$ cat src/rtl/muldiv_ctrl_pkg.sv
// muldiv_ctrl_pkg: op/state encodings and handshake levels shared by the mul/div sequencer
package muldiv_ctrl_pkg;

    typedef enum logic [2:0] {
        MD_MULT  = 3'd0,
        MD_MULTU = 3'd1,
        MD_DIV   = 3'd2,
        MD_DIVU  = 3'd3,
        MD_MTHI  = 3'd4,
        MD_MTLO  = 3'd5
    } md_op_e;

    typedef enum logic [1:0] {
        ST_IDLE     = 2'd0,
        ST_MUL_WAIT = 2'd1,
        ST_DIV_WAIT = 2'd2,
        ST_DONE     = 2'd3
    } md_state_e;

    localparam logic STOP             = 1'b1;
    localparam logic NO_STOP          = 1'b0;
    localparam logic DIV_START        = 1'b1;
    localparam logic DIV_STOP         = 1'b0;
    localparam logic DIV_RESULT_READY = 1'b1;

    function automatic logic op_is_mul(input logic [2:0] op);
        return op == MD_MULT || op == MD_MULTU;
    endfunction

    function automatic logic op_is_div(input logic [2:0] op);
        return op == MD_DIV || op == MD_DIVU;
    endfunction

endpackage

$ cat src/rtl/muldiv_if.sv
// muldiv_if: EX issue port, multiplier/divider handshakes and HI/LO read-out of muldiv_ctrl
interface muldiv_if;

    logic        op_valid;
    logic [2:0]  op;
    logic [31:0] src_a;
    logic [31:0] src_b;
    logic [31:0] mul_ina;
    logic [31:0] mul_inb;
    logic        mul_signed;
    logic [63:0] mul_result;
    logic [31:0] div_opa;
    logic [31:0] div_opb;
    logic        div_signed;
    logic        div_start;
    logic        div_annul;
    logic [63:0] div_result;
    logic        div_ready;
    logic        stallreq;
    logic [31:0] hi;
    logic [31:0] lo;

    modport slave (
        input  op_valid, op, src_a, src_b, mul_result, div_result, div_ready,
        output mul_ina, mul_inb, mul_signed, div_opa, div_opb, div_signed,
               div_start, div_annul, stallreq, hi, lo
    );

    modport master (
        output op_valid, op, src_a, src_b, mul_result, div_result, div_ready,
        input  mul_ina, mul_inb, mul_signed, div_opa, div_opb, div_signed,
               div_start, div_annul, stallreq, hi, lo
    );

endinterface

$ cat src/rtl/muldiv_ctrl_hilo_reg.sv
// muldiv_ctrl_hilo_reg: architectural HI/LO with per-half write enables and a 64-bit combined write
module muldiv_ctrl_hilo_reg (
    input  logic        clk,
    input  logic        rst,
    input  logic        hi_we,
    input  logic [31:0] hi_d,
    input  logic        lo_we,
    input  logic [31:0] lo_d,
    input  logic        wide_we,
    input  logic [63:0] wide_d,
    output logic [31:0] hi,
    output logic [31:0] lo
);

    // a completing mul/div writes both halves; MTHI/MTLO write one half
    always_ff @(posedge clk) begin
        if (rst) begin
            hi <= '0;
            lo <= '0;
        end else if (wide_we) begin
            {hi, lo} <= wide_d;
        end else begin
            if (hi_we) hi <= hi_d;
            if (lo_we) lo <= lo_d;
        end
    end

endmodule

$ cat src/rtl/muldiv_ctrl.sv
// muldiv_ctrl: EX-stage MUL/DIV sequencer owning HI/LO; `DIV_ZERO_FAST_EN answers divide-by-zero without the divider
module muldiv_ctrl
    import muldiv_ctrl_pkg::*;
#(
    parameter int MUL_LAT = 2,
    parameter int STALL_W = 6
) (
    input  logic               clk,
    input  logic               rst,
    input  logic [STALL_W-1:0] stall,
    input  logic               flush,
    muldiv_if.slave            md
);

    md_state_e   state, state_n;
    logic [2:0]  cnt;
    logic        hold, issue, is_mul, is_div, div_zero;
    logic        hi_we, lo_we, wide_we;
    logic [63:0] wide_d;
    logic        unused_stall;

    assign unused_stall = ^stall;
    assign hold         = stall[3];
    assign is_mul       = op_is_mul(md.op);
    assign is_div       = op_is_div(md.op);
    assign issue        = state == ST_IDLE && md.op_valid && !hold && !flush;

`ifdef DIV_ZERO_FAST_EN
    assign div_zero = md.src_b == 32'd0;
`else
    assign div_zero = 1'b0;
`endif

    // state register
    always_ff @(posedge clk) begin
        state <= rst ? ST_IDLE : state_n;
    end

    // next state: flush beats completion, DONE lingers while a later stage holds EX
    always_comb begin
        state_n = state;
        if (flush)
            state_n = ST_IDLE;
        else if (issue && is_mul)
            state_n = ST_MUL_WAIT;
        else if (issue && is_div)
            state_n = div_zero ? ST_DONE : ST_DIV_WAIT;
        else if (state == ST_MUL_WAIT && cnt == 3'd0)
            state_n = ST_DONE;
        else if (state == ST_DIV_WAIT && md.div_ready == DIV_RESULT_READY)
            state_n = ST_DONE;
        else if (state == ST_DONE && !hold)
            state_n = ST_IDLE;
    end

    // operands latched at issue and held stable for the unit; latency counter for the multiplier
    always_ff @(posedge clk) begin
        if (rst) begin
            cnt           <= '0;
            md.mul_ina    <= '0;
            md.mul_inb    <= '0;
            md.mul_signed <= 1'b0;
            md.div_opa    <= '0;
            md.div_opb    <= '0;
            md.div_signed <= 1'b0;
        end else begin
            if (issue && is_mul) begin
                cnt           <= 3'(MUL_LAT - 1);
                md.mul_ina    <= md.src_a;
                md.mul_inb    <= md.src_b;
                md.mul_signed <= md.op == MD_MULT;
            end else if (state == ST_MUL_WAIT && cnt != 3'd0) begin
                cnt <= cnt - 3'd1;
            end
            if (issue && is_div) begin
                md.div_opa    <= md.src_a;
                md.div_opb    <= md.src_b;
                md.div_signed <= md.op == MD_DIV;
            end
        end
    end

    // outputs: stall request, divider handshake and HI/LO write selection
    always_comb begin
        md.stallreq  = (issue && (is_mul || is_div)) ||
                       (!flush && (state == ST_MUL_WAIT || state == ST_DIV_WAIT)) ? STOP : NO_STOP;
        md.div_start = state == ST_DIV_WAIT && !flush && md.div_ready != DIV_RESULT_READY ? DIV_START : DIV_STOP;
        md.div_annul = state == ST_DIV_WAIT && flush;
        hi_we        = issue && md.op == MD_MTHI;
        lo_we        = issue && md.op == MD_MTLO;
        wide_we      = (issue && is_div && div_zero) ||
                       (!flush && state == ST_MUL_WAIT && cnt == 3'd0) ||
                       (!flush && state == ST_DIV_WAIT && md.div_ready == DIV_RESULT_READY);
        wide_d       = state == ST_MUL_WAIT ? md.mul_result :
                       state == ST_DIV_WAIT ? md.div_result : {md.src_a, 32'hFFFF_FFFF};
    end

    muldiv_ctrl_hilo_reg u_hilo (
        .clk    (clk),
        .rst    (rst),
        .hi_we  (hi_we),
        .hi_d   (md.src_a),
        .lo_we  (lo_we),
        .lo_d   (md.src_a),
        .wide_we(wide_we),
        .wide_d (wide_d),
        .hi     (md.hi),
        .lo     (md.lo)
    );

endmodule
$ cat src/flat_wrapper.sv
// flat-port wrapper written by rule: the top's interface ports become plain ports
module muldiv_ctrl_flat import muldiv_ctrl_pkg::*;
#(
    parameter int MUL_LAT = 2,
    parameter int STALL_W = 6
)
  (clk, rst, stall, flush, md_op_valid, md_op, md_src_a, md_src_b, md_mul_result, md_div_result, md_div_ready, md_mul_ina, md_mul_inb, md_mul_signed, md_div_opa, md_div_opb, md_div_signed, md_div_start, md_div_annul, md_stallreq, md_hi, md_lo);
  muldiv_if md_i ();
  input  logic clk;
  input  logic rst;
  input  logic [STALL_W-1:0] stall;
  input  logic flush;
  input wire logic [$bits(md_i.op_valid)-1:0] md_op_valid;
  input wire logic [$bits(md_i.op)-1:0] md_op;
  input wire logic [$bits(md_i.src_a)-1:0] md_src_a;
  input wire logic [$bits(md_i.src_b)-1:0] md_src_b;
  input wire logic [$bits(md_i.mul_result)-1:0] md_mul_result;
  input wire logic [$bits(md_i.div_result)-1:0] md_div_result;
  input wire logic [$bits(md_i.div_ready)-1:0] md_div_ready;
  output wire logic [$bits(md_i.mul_ina)-1:0] md_mul_ina;
  output wire logic [$bits(md_i.mul_inb)-1:0] md_mul_inb;
  output wire logic [$bits(md_i.mul_signed)-1:0] md_mul_signed;
  output wire logic [$bits(md_i.div_opa)-1:0] md_div_opa;
  output wire logic [$bits(md_i.div_opb)-1:0] md_div_opb;
  output wire logic [$bits(md_i.div_signed)-1:0] md_div_signed;
  output wire logic [$bits(md_i.div_start)-1:0] md_div_start;
  output wire logic [$bits(md_i.div_annul)-1:0] md_div_annul;
  output wire logic [$bits(md_i.stallreq)-1:0] md_stallreq;
  output wire logic [$bits(md_i.hi)-1:0] md_hi;
  output wire logic [$bits(md_i.lo)-1:0] md_lo;
  assign md_i.op_valid = md_op_valid;
  assign md_i.op = md_op;
  assign md_i.src_a = md_src_a;
  assign md_i.src_b = md_src_b;
  assign md_i.mul_result = md_mul_result;
  assign md_i.div_result = md_div_result;
  assign md_i.div_ready = md_div_ready;
  assign md_mul_ina = md_i.mul_ina;
  assign md_mul_inb = md_i.mul_inb;
  assign md_mul_signed = md_i.mul_signed;
  assign md_div_opa = md_i.div_opa;
  assign md_div_opb = md_i.div_opb;
  assign md_div_signed = md_i.div_signed;
  assign md_div_start = md_i.div_start;
  assign md_div_annul = md_i.div_annul;
  assign md_stallreq = md_i.stallreq;
  assign md_hi = md_i.hi;
  assign md_lo = md_i.lo;
  muldiv_ctrl #(.MUL_LAT(MUL_LAT), .STALL_W(STALL_W)) u_core (.clk(clk), .rst(rst), .stall(stall), .flush(flush), .md(md_i));
endmodule
$ cat config.mk
export PLATFORM = sky130hd
export DESIGN_NAME = muldiv_ctrl_flat
export DESIGN_NICKNAME = d
export VERILOG_FILES = /design/src/rtl/muldiv_ctrl_pkg.sv /design/src/rtl/muldiv_if.sv /design/src/rtl/muldiv_ctrl_hilo_reg.sv /design/src/rtl/muldiv_ctrl.sv /design/src/flat_wrapper.sv
export SDC_FILE = /design/constraint.sdc
export NUM_CORES = 1
export LEC_CHECK = 0
export BUFFER_PORTS_ARGS = -buffer_cell sky130_fd_sc_hd__buf_2
export CORE_AREA = 2 2 156 158
export CTS_CLUSTER_DIAMETER = 100
export CTS_CLUSTER_SIZE = 16
export DETAILED_ROUTE_END_ITERATION = 10
export DIE_AREA = 0 0 158 160
export PLACE_DENSITY = 0.65
export SYNTH_ARGS = -nofsm -noshare
export SYNTH_HDL_FRONTEND = slang
export SYNTH_SLANG_ARGS = --single-unit
$ cat constraint.sdc
create_clock -name clk -period 2.02 [get_ports clk]
set_clock_uncertainty 0.1 [all_clocks]
set_input_delay 0.202 -clock clk [delete_from_list [all_inputs] [get_ports clk]]
set_output_delay 0.202 -clock clk [all_outputs]
set_load 0.05 [all_outputs]
==> results of run 1 <==
## critical path, cell delays in order, from the launching register on
cell and delay (ns):
dfxtp_2 0.33, inv_2 0.08, buf_4 0.12, ha_4 0.17, buf_12 0.17, nor3b_4 0.21, buf_6 0.19
## cells in the mapped netlist
master,instances,area [um^2]
a2111oi_0,2,17.52
a211oi_1,2,15.01
a21o_1,1,7.510
a21oi_1,164,820.8
a221oi_1,1,8.760
a311oi_1,52,455.4
a311oi_2,12,180.2
and2_1,1,6.260
and3_1,1,6.260
and4bb_1,1,12.51
buf_1,2,7.510
buf_2,25,125.1
buf_4,9,67.56
buf_6,17,191.4
clkbuf_1,44,165.2
clkbuf_2,1,5.000
dfxtp_1,199,3984
ha_1,6,75.07
inv_1,9,33.78
mux2i_1,32,320.3
nand2_1,415,1558
nand2_2,4,25.02
nand2b_1,35,219.0
nand3_1,1,5.000
nand3b_1,1,7.510
nand4bb_1,1,11.26
nor2_1,3,11.26
nor2b_1,32,200.2
nor3_1,2,10.01
nor3_4,3,48.80
nor3b_1,1,7.510
nor4_1,1,6.260
o22ai_1,33,206.5
or3_1,3,18.77
xnor2_1,1,8.760
## sequential cells by signal (all words and copies together), names as in the netlist
signal	cells
u_core.cnt	3
u_core.md.div_opa	32
u_core.md.div_opb	32
u_core.md.div_signed	1
u_core.md.mul_ina	32
u_core.md.mul_inb	32
u_core.md.mul_signed	1
u_core.state	2
u_core.u_hilo.hi	32
u_core.u_hilo.lo	32
## routing by layer
| layer | wire (um) | share of wire (%) | vias up |
|---|---|---|---|
| met5 | 13 | 0.037 | - |
| met4 | 582 | 1.7 | 2 |
| met3 | 2576 | 7.3 | 38 |
| met2 | 17310 | 49 | 400 |
| met1 | 14590 | 42 | 4618 |
| li1 | - | - | 4673 |
## logic make-up after synthesis
| group | synth area share [%] |
|---|---|
| XOR/XNOR | 0.09900 |
| multiplexers | 3.620 |
| buffers and inverters | 6.731 |
| AO/OA/AOI/OAI | 19.34 |
| adder cells (fa/ha/maj) | 0.8484 |
| flip-flops | 45.02 |
| AND/OR/NAND/NOR | 24.34 |
## power by group
part           internal, mW  switching [mW]  total (mW)
Combinational         0.474           0.741        1.22
Clock                  1.65            1.69        3.34
Sequential             4.00          0.0384        4.03
Total                  6.12            2.47        8.59
## worst paths after layout
| path | from | end | cells after the start |
|---|---|---|---|
| worst max-delay path | u_core.state[0] | md_div_start | 6 |
| worst min-delay path | md_src_a[0] | u_core.md.mul_ina[0] | 3 |
| worst max register to register | u_core.state[0] | u_core.u_hilo.lo[26] | 8 |
| worst min register to register | u_core.md.div_opb[18] | u_core.md.div_opb[18] | 2 |
## cell type report
| cell class | count | area, um^2 |
|---|---|---|
| antenna | 4 | 10.01 |
| clock buffer | 19 | 432.9 |
| clock inverter | 13 | 132.6 |
| fill | 2301 | 10840 |
| inverter | 9 | 33.78 |
| multi-input combinational | 811 | 4424 |
| sequential | 199 | 3986 |
| tap | 324 | 405.4 |
| timing repair buffer | 527 | 3551 |
## what timing repair did
action                                  CTS  global route
cloned                                    0            11
pin swaps                                 3            12
endpoints found under the setup margin    4           124
resized for setup                        12            38
hold buffers                             64             0
hold endpoints to repair                167             0
buffers inserted                          3             7
==> results_dict.tcl, run 1 <==
set metrics [dict create \
    status "finished, final reports clean" \
    cts_max_level 4 \
    final_cell_area_um2 12980 \
    final-hold-violation-count 0 \
    total_leakage_power_nw 5.402 \
    hold_class "primary input to flop" \
    gr-total-overflow 0 \
    cts.path.max_buffers 2 \
    setup_ws_ns 0.03403 \
    ant_nets 0 \
    stdcell_count 1906 \
    hpwl_mm 22.95 \
    nets 1777 \
    maxCapViolCount 0 \
    dp_cells 1786 \
    period_share_pct 98.32 \
    synth_warnings 0 \
    fp.coreArea_um2 23820 \
    setup_tns_ns 0 \
    p_per_area_nw_per_um2 662.0 \
    vias 9731 \
    crit_arrival_ns 1.68 \
    post-place-ws_ns -0.02137 \
    setup_violations 0 \
    seq_area_frac_synth_pct 45.02 \
    vias_per_cell 5.105 \
    drcViolationCount 0 \
    tritoncts "done" \
    p_total_mw 8.590 \
    utilization_pct 54.48 \
    antenna_found_initial 5 \
    worstPathRequired_ns 1.72 \
    synth_seq_cells 199 \
    use_met2_pct 43.93 \
    rows 57 \
    critPathLaunchType "flop" \
    grt_setup_unrepaired "yes" \
    synthesis.nets 1329 \
    mostFrequentLayoutCells "nand2_1, buf_2, dfxtp_1, a21oi_1, dlygate4sd3_1" \
    grt_usage_pct 25.56 \
    firstDrtPassIters 5 \
    top_usage_layer "met2" \
    io_buffers 397 \
    place_congestion 0.8398 \
    grt_pass1_wl_mm 50.37 \
    worstSkewPairLatency_ns 0.43 \
    hold_slack_ns 0.01288 \
    io_pins 403 \
    die_y_um 160 \
    max-slew-margin-rel_pct 73.10 \
    cts_sinks 199 \
    critPathCaptureType "primary output" \
    routed_wl_mm 35.08 \
    initial_core_util_pct 37.15 \
    period_needed_ns 1.986 \
    place_area_um2 11270 \
    reg2reg_slack_ns 0.08 \
    netlist_instances 1117 \
    clockRootBuffer "clkbuf_16" \
    drt_iter0_drc 678 \
    fp.dieW_um 158 \
    met3_usage_pct 5.943 \
    critPathKind "flop to primary output" \
    wl_per_cell_um 18.40 \
    mostFrequentLayoutCell "nand2_1" \
    first_global_vias 9306 \
    yosysUniqueCellTypes 35 \
    dieArea_um2 25280 \
    final_layout_size_suffix_gt1_share_pct 34.47 \
    grt_util_met1_pct 31.57 \
    final_max_slew_viol_count 0 \
    crit_path_max_fanout 11 \
    fmax_mhz 503.5 \
    cts_made_buffers 17 \
    avgSynthCellArea_um2 7.922 \
    areaGrowthSynthToFinish_pct 46.65 \
    grt_max_degree 71 \
    ir_drop_v 0.0005108 \
    syn_area_um2 8848 \
    worstMarginPinSlew_ns 0.4036 \
    clk_pin_slew_ns 0.08 \
]
Power figures use the tool's default switching activity.
==> run 2: changes to the inputs <==
==> constraint.sdc (replaced) <==
create_clock -name clk -period 2.02 [get_ports clk]
set_clock_uncertainty 0.1 [all_clocks]
set_input_delay 0.101 -clock clk [delete_from_list [all_inputs] [get_ports clk]]
set_output_delay 0.101 -clock clk [all_outputs]
set_load 0.05 [all_outputs]
==> results_dict.tcl, run 2 (synthesized netlist as in run 1, its figures left out) <==
set metrics [dict create \
    p_per_area_nw_per_um2 648.8 \
    clk_pin_slew_ns 0.08 \
    mostFrequentLayoutCell "buf_2" \
    worstSkewPairLatency_ns 0.42 \
    io_pins 403 \
    cts_made_buffers 17 \
    cts.path.max_buffers 2 \
    drt_iter0_drc 633 \
    critPathCaptureType "flop" \
    grt_usage_pct 25.41 \
    mostFrequentLayoutCells "buf_2, nand2_1, dfxtp_1, a21oi_1, dlygate4sd3_1" \
    power_frac_clock_pct 38.7 \
    gr-total-overflow 0 \
    crit_path_cell_trace "inv_2 -> ha_4 -> nand4bb_1 -> buf_4 -> buf_6 -> nor3_4 -> buf_6 -> clkbuf_16 -> nand2_2 -> a311oi_2" \
    p_sw_share_pct 28.98 \
    ant_nets 0 \
    setup_violations 0 \
    critPathKind "flop to flop" \
    regArea_um2 3986 \
    nets 1793 \
    cts_sinks 199 \
    initial_core_util_pct 37.15 \
    final_cell_area_um2 13320 \
    grt_setup_unrepaired "yes" \
    final_layout_size_suffix_gt1_share_pct 36.89 \
    worstPathRequired_ns 2.26 \
    antenna_found_initial 3 \
    fmax_mhz 495.9 \
    cpMostUsedCell "buf_6" \
    hpwl_mm 22.69 \
    place_congestion 0.8260 \
    firstDrtPassIters 5 \
    routed_wl_mm 35.41 \
    areaGrowthSynthToFinish_pct 50.55 \
    critPathLaunchType "flop" \
    maxCapViolCount 0 \
    wl_per_cell_um 18.44 \
    combPwrFrac_pct 14.6 \
    vias_per_cell 5.121 \
    die_y_um 160 \
    max-slew-margin-rel_pct 68.21 \
    clockRootBuffer "clkbuf_16" \
    final-hold-violation-count 0 \
    status "finished, final reports clean" \
    cpPeakStageDelay_ns 0.33 \
    period_needed_ns 2.016 \
    place_area_um2 11240 \
    slowest_stage "dfxtp_2" \
    crit_path_max_fanout 8 \
    tritoncts "done" \
    grt_pass1_wl_mm 50.31 \
    total_leakage_power_nw 5.548 \
    multi_input_area_um2 4637 \
    period_share_pct 99.83 \
    vias 9832 \
    p_total_mw 8.643 \
    ir_drop_v 0.0004588 \
    hold_class "primary input to flop" \
    fp.coreArea_um2 23820 \
    n_fill_cell 2255 \
    rows 57 \
    pwr-share-seq_pct 46.7 \
    switchingPower_mw 2.504 \
    drcViolationCount 0 \
    final_max_slew_viol_count 0 \
    cts_max_level 4 \
    cellInternalPower_mw 6.139 \
    grt_max_degree 58 \
    dieArea_um2 25280 \
    utilization_pct 55.93 \
    first_global_vias 9294 \
    fp.dieW_um 158 \
    crit_arrival_ns 2.25 \
    io_buffers 397 \
    worstMarginPinSlew_ns 0.4769 \
]
## run 2: cell types whose count changed in the layout (fill, tap and decap cells not counted), moves of 4 or more
cell,before,now
a21oi_2,12,3
dlygate4sd3_1,64,84
nand2_1,411,387
a21oi_1,152,161
nand2_4,2,7
a311oi_2,12,45
buf_4,31,27
nand2_2,6,25
a311oi_1,52,19
## run 2: layer usage
metal	vias up	part of all wire, %	track usage, %
li1	4714	-	-
met1	4611	42	30.95
met2	430	47	42.91
met3	75	7.9	6.242
met4	2	3.2	9.992
met5	-	0.031	0
## run 2: power by group through the flow
stage / Clock (mW) / Sequential (mW) / Combinational (mW)
global placement: 0 / 4.12 / 1.05
finish: 3.35 / 4.03 / 1.26
floorplan: 0 / 4.38 / 0.331
global route: 3.57 / 4.04 / 1.34
detailed placement: 0 / 4.13 / 1.06
CTS: 3.43 / 4.03 / 1.19
## run 2: worst max-delay path: cells and delay by family, from the launching register on
kind / cells / cell delay (ns)
buf+inv: 5 / 0.71
flops: 1 / 0.33
fa+ha+maj: 1 / 0.13
compound gates: 1 / 0.26
simple gates: 3 / 0.40
## run 2: area by class of cell
cell class	instances	share of cell area, %
Inverter	9	0.2536
Timing Repair Buffer	543	27.69
Multi-Input combinational cell	811	34.81
Clock inverter	14	1.024
Tap cell	324	3.043
Clock buffer	18	3.222
Antenna cell	2	0.03757
Sequential cell	199	29.92
## run 2: worst paths after layout
check,startpoint,to,slack (ns),cells past startpoint
worst max-delay path,u_core.state[1],u_core.u_hilo.lo[22],0.004,10
worst min-delay path,md_mul_result[63],u_core.u_hilo.hi[31],0.03,4
worst max register to register,u_core.state[1],u_core.u_hilo.lo[22],0.004,10
worst min register to register,u_core.md.mul_inb[28],u_core.md.mul_inb[28],0.35,2
## run 2: per-stage QoR
stage          std cells  hold WS (ns)  setup TNS (ns)  setup slack, ns
2_1_floorplan       1117       0.07951               0           0.1544
3_3_place_gp        1784        0.2539               0           0.1078
3_5_place_dp        1784        0.2580               0          0.01993
4_1_cts             1901     0.0009853               0         0.005509
5_1_grt             1920      0.008561          -3.657         -0.09013
6_report            1920       0.03156               0         0.003533
## run 2: timing repair
action                                  in CTS  in global routing
gates cloned                                 0                  9
buffers inserted                             1                  8
resized for setup                            2                 89
pin swaps                                    1                 61
endpoints found under the setup margin       1                128
hold buffers                                84                  0
endpoints found under the hold margin      197                  0
==> run 3: changes to the inputs <==
--- a/config.mk
+++ b/config.mk
@@ -12,6 +12,7 @@
 export DETAILED_ROUTE_END_ITERATION = 10
 export DIE_AREA = 0 0 158 160
 export PLACE_DENSITY = 0.65
+export RECOVER_POWER = 25
 export SYNTH_ARGS = -nofsm -noshare
 export SYNTH_HDL_FRONTEND = slang
 export SYNTH_SLANG_ARGS = --single-unit
==> results_dict.tcl, run 3 (synthesized netlist as in run 1, its figures left out) <==
set metrics [dict create \
    worstMarginPinSlew_ns 0.7061 \
    hpwl_mm 22.69 \
    regArea_um2 3986 \
    crit_path_max_fanout 8 \
    critPathKind "flop to flop" \
    n_fill_cell 2308 \
    max-slew-margin-rel_pct 53.13 \
    drcViolationCount 0 \
    worstPathRequired_ns 2.26 \
    worstSkewPairLatency_ns 0.42 \
    gr-total-overflow 0 \
    clockRootBuffer "clkbuf_16" \
    setup_violations 0 \
    final-hold-violation-count 0 \
    period_share_pct 99.59 \
    fp.dieW_um 158 \
    grt_max_degree 58 \
    rows 57 \
    ant_nets 0 \
    final_max_slew_viol_count 0 \
    vias 9812 \
    p_per_area_nw_per_um2 653.1 \
    antenna_found_initial 3 \
    clk_pin_slew_ns 0.08 \
    grt_setup_unrepaired "yes" \
    critPathLaunchType "flop" \
    cts.path.max_buffers 2 \
    io_pins 403 \
    io_buffers 397 \
    critPathCaptureType "flop" \
    cpMostUsedCell "buf_6" \
    final_cell_area_um2 13220 \
    mostFrequentLayoutCells "nand2_1, buf_2, dfxtp_1, a21oi_1, dlygate4sd3_1" \
    final_layout_size_suffix_gt1_share_pct 31.81 \
    cts_max_level 4 \
    vias_per_cell 5.110 \
    cts_sinks 199 \
    cts_made_buffers 17 \
    die_y_um 160 \
    first_global_vias 9294 \
    total_leakage_power_nw 5.194 \
    crit_arrival_ns 2.25 \
    slowest_stage "dfxtp_2" \
    utilization_pct 55.50 \
    status "finished, final reports clean" \
    grt_pass1_wl_mm 50.31 \
    place_congestion 0.8260 \
    tritoncts "done" \
    areaGrowthSynthToFinish_pct 49.41 \
    dp_cells 1784 \
    fmax_mhz 497.1 \
    maxCapViolCount 0 \
    hold_slack_ns 0.03196 \
    cpPeakStageDelay_ns 0.33 \
    hold_class "primary input to flop" \
    initial_core_util_pct 37.15 \
    drt_iter0_drc 614 \
    mostFrequentLayoutCell "nand2_1" \
    place_area_um2 11240 \
    stdcell_count 1920 \
    routed_wl_mm 35.43 \
    dieArea_um2 25280 \
    nets 1793 \
    period_needed_ns 2.012 \
    ir_drop_v 0.0004592 \
    crit_path_cell_trace "inv_2 -> ha_4 -> nand4bb_1 -> buf_4 -> buf_6 -> nor3_4 -> buf_6 -> clkbuf_16 -> nand2_2 -> a311oi_2" \
    p_total_mw 8.634 \
    crit_family "buffers and inverters" \
    wl_per_cell_um 18.45 \
    multi_input_area_um2 4637 \
    fp.coreArea_um2 23820 \
    path_buf_inv 5 \
    firstDrtPassIters 5 \
    grt_usage_pct 25.41 \
]
run 3: cell count changes in the layout (fill, tap and decap cells not counted):
cell and delta:
buf_2 -81, clkbuf_1 +81
run 3: worst reg2reg max path, cell delays in order (launching register included):
cell and delay [ns]:
dfxtp_2 0.33, inv_2 0.08, ha_4 0.13, nand4bb_1 0.12
buf_4 0.18, buf_6 0.12, nor3_4 0.21, buf_6 0.15
clkbuf_16 0.18, nand2_2 0.08, a311oi_2 0.26
run 3: through the flow:
step | worst slack, ns | TNS (ns)
after global placement | 0.1078 | 0
after detailed placement | 0.01993 | 0
after floorplan | 0.1544 | 0
after global routing | -0.09013 | -3.657
after CTS | 0.005509 | 0
final | 0.008360 | 0
run 3: worst paths after layout:
check	start	endpoint	slack, ns	cells after the start
worst max-delay path	u_core.state[1]	u_core.u_hilo.lo[22]	0.008	10
worst min-delay path	md_mul_result[62]	u_core.u_hilo.hi[30]	0.03	4
worst max register to register	u_core.state[1]	u_core.u_hilo.lo[22]	0.008	10
worst min register to register	u_core.md.div_opb[4]	u_core.md.div_opb[4]	0.35	2
run 3: timing repair:
| action | in CTS | in global routing |
|---|---|---|
| resized for setup | 2 | 89 |
| setup endpoints to repair | 1 | 128 |
| hold endpoints to repair | 197 | 0 |
| pin swaps | 1 | 61 |
| cloned | 0 | 9 |
| hold buffers | 84 | 0 |
| buffers inserted | 1 | 8 |
run 3: where the power goes:
| part | internal, mW | total [mW] | switching [mW] |
|---|---|---|---|
| Combinational | 0.491 | 1.25 | 0.762 |
| Clock | 1.64 | 3.35 | 1.70 |
| Sequential | 4.00 | 4.04 | 0.0392 |
run 3: area by class of cell:
class / count / area share (%)
multi-input combinational: 811 / 35.07
sequential: 199 / 30.15
timing repair buffer: 543 / 27.13
clock buffer: 18 / 3.246
tap: 324 / 3.066
clock inverter: 14 / 1.032
inverter: 9 / 0.2555
antenna: 2 / 0.03786
run 3: routing by layer:
layer	global-route usage, %	share of wire (%)	up-vias
li1	-	-	4714
met1	30.95	42	4622
met2	42.91	47	400
met3	6.242	7.2	74
met4	9.992	3.2	2
met5	0	0.037	-
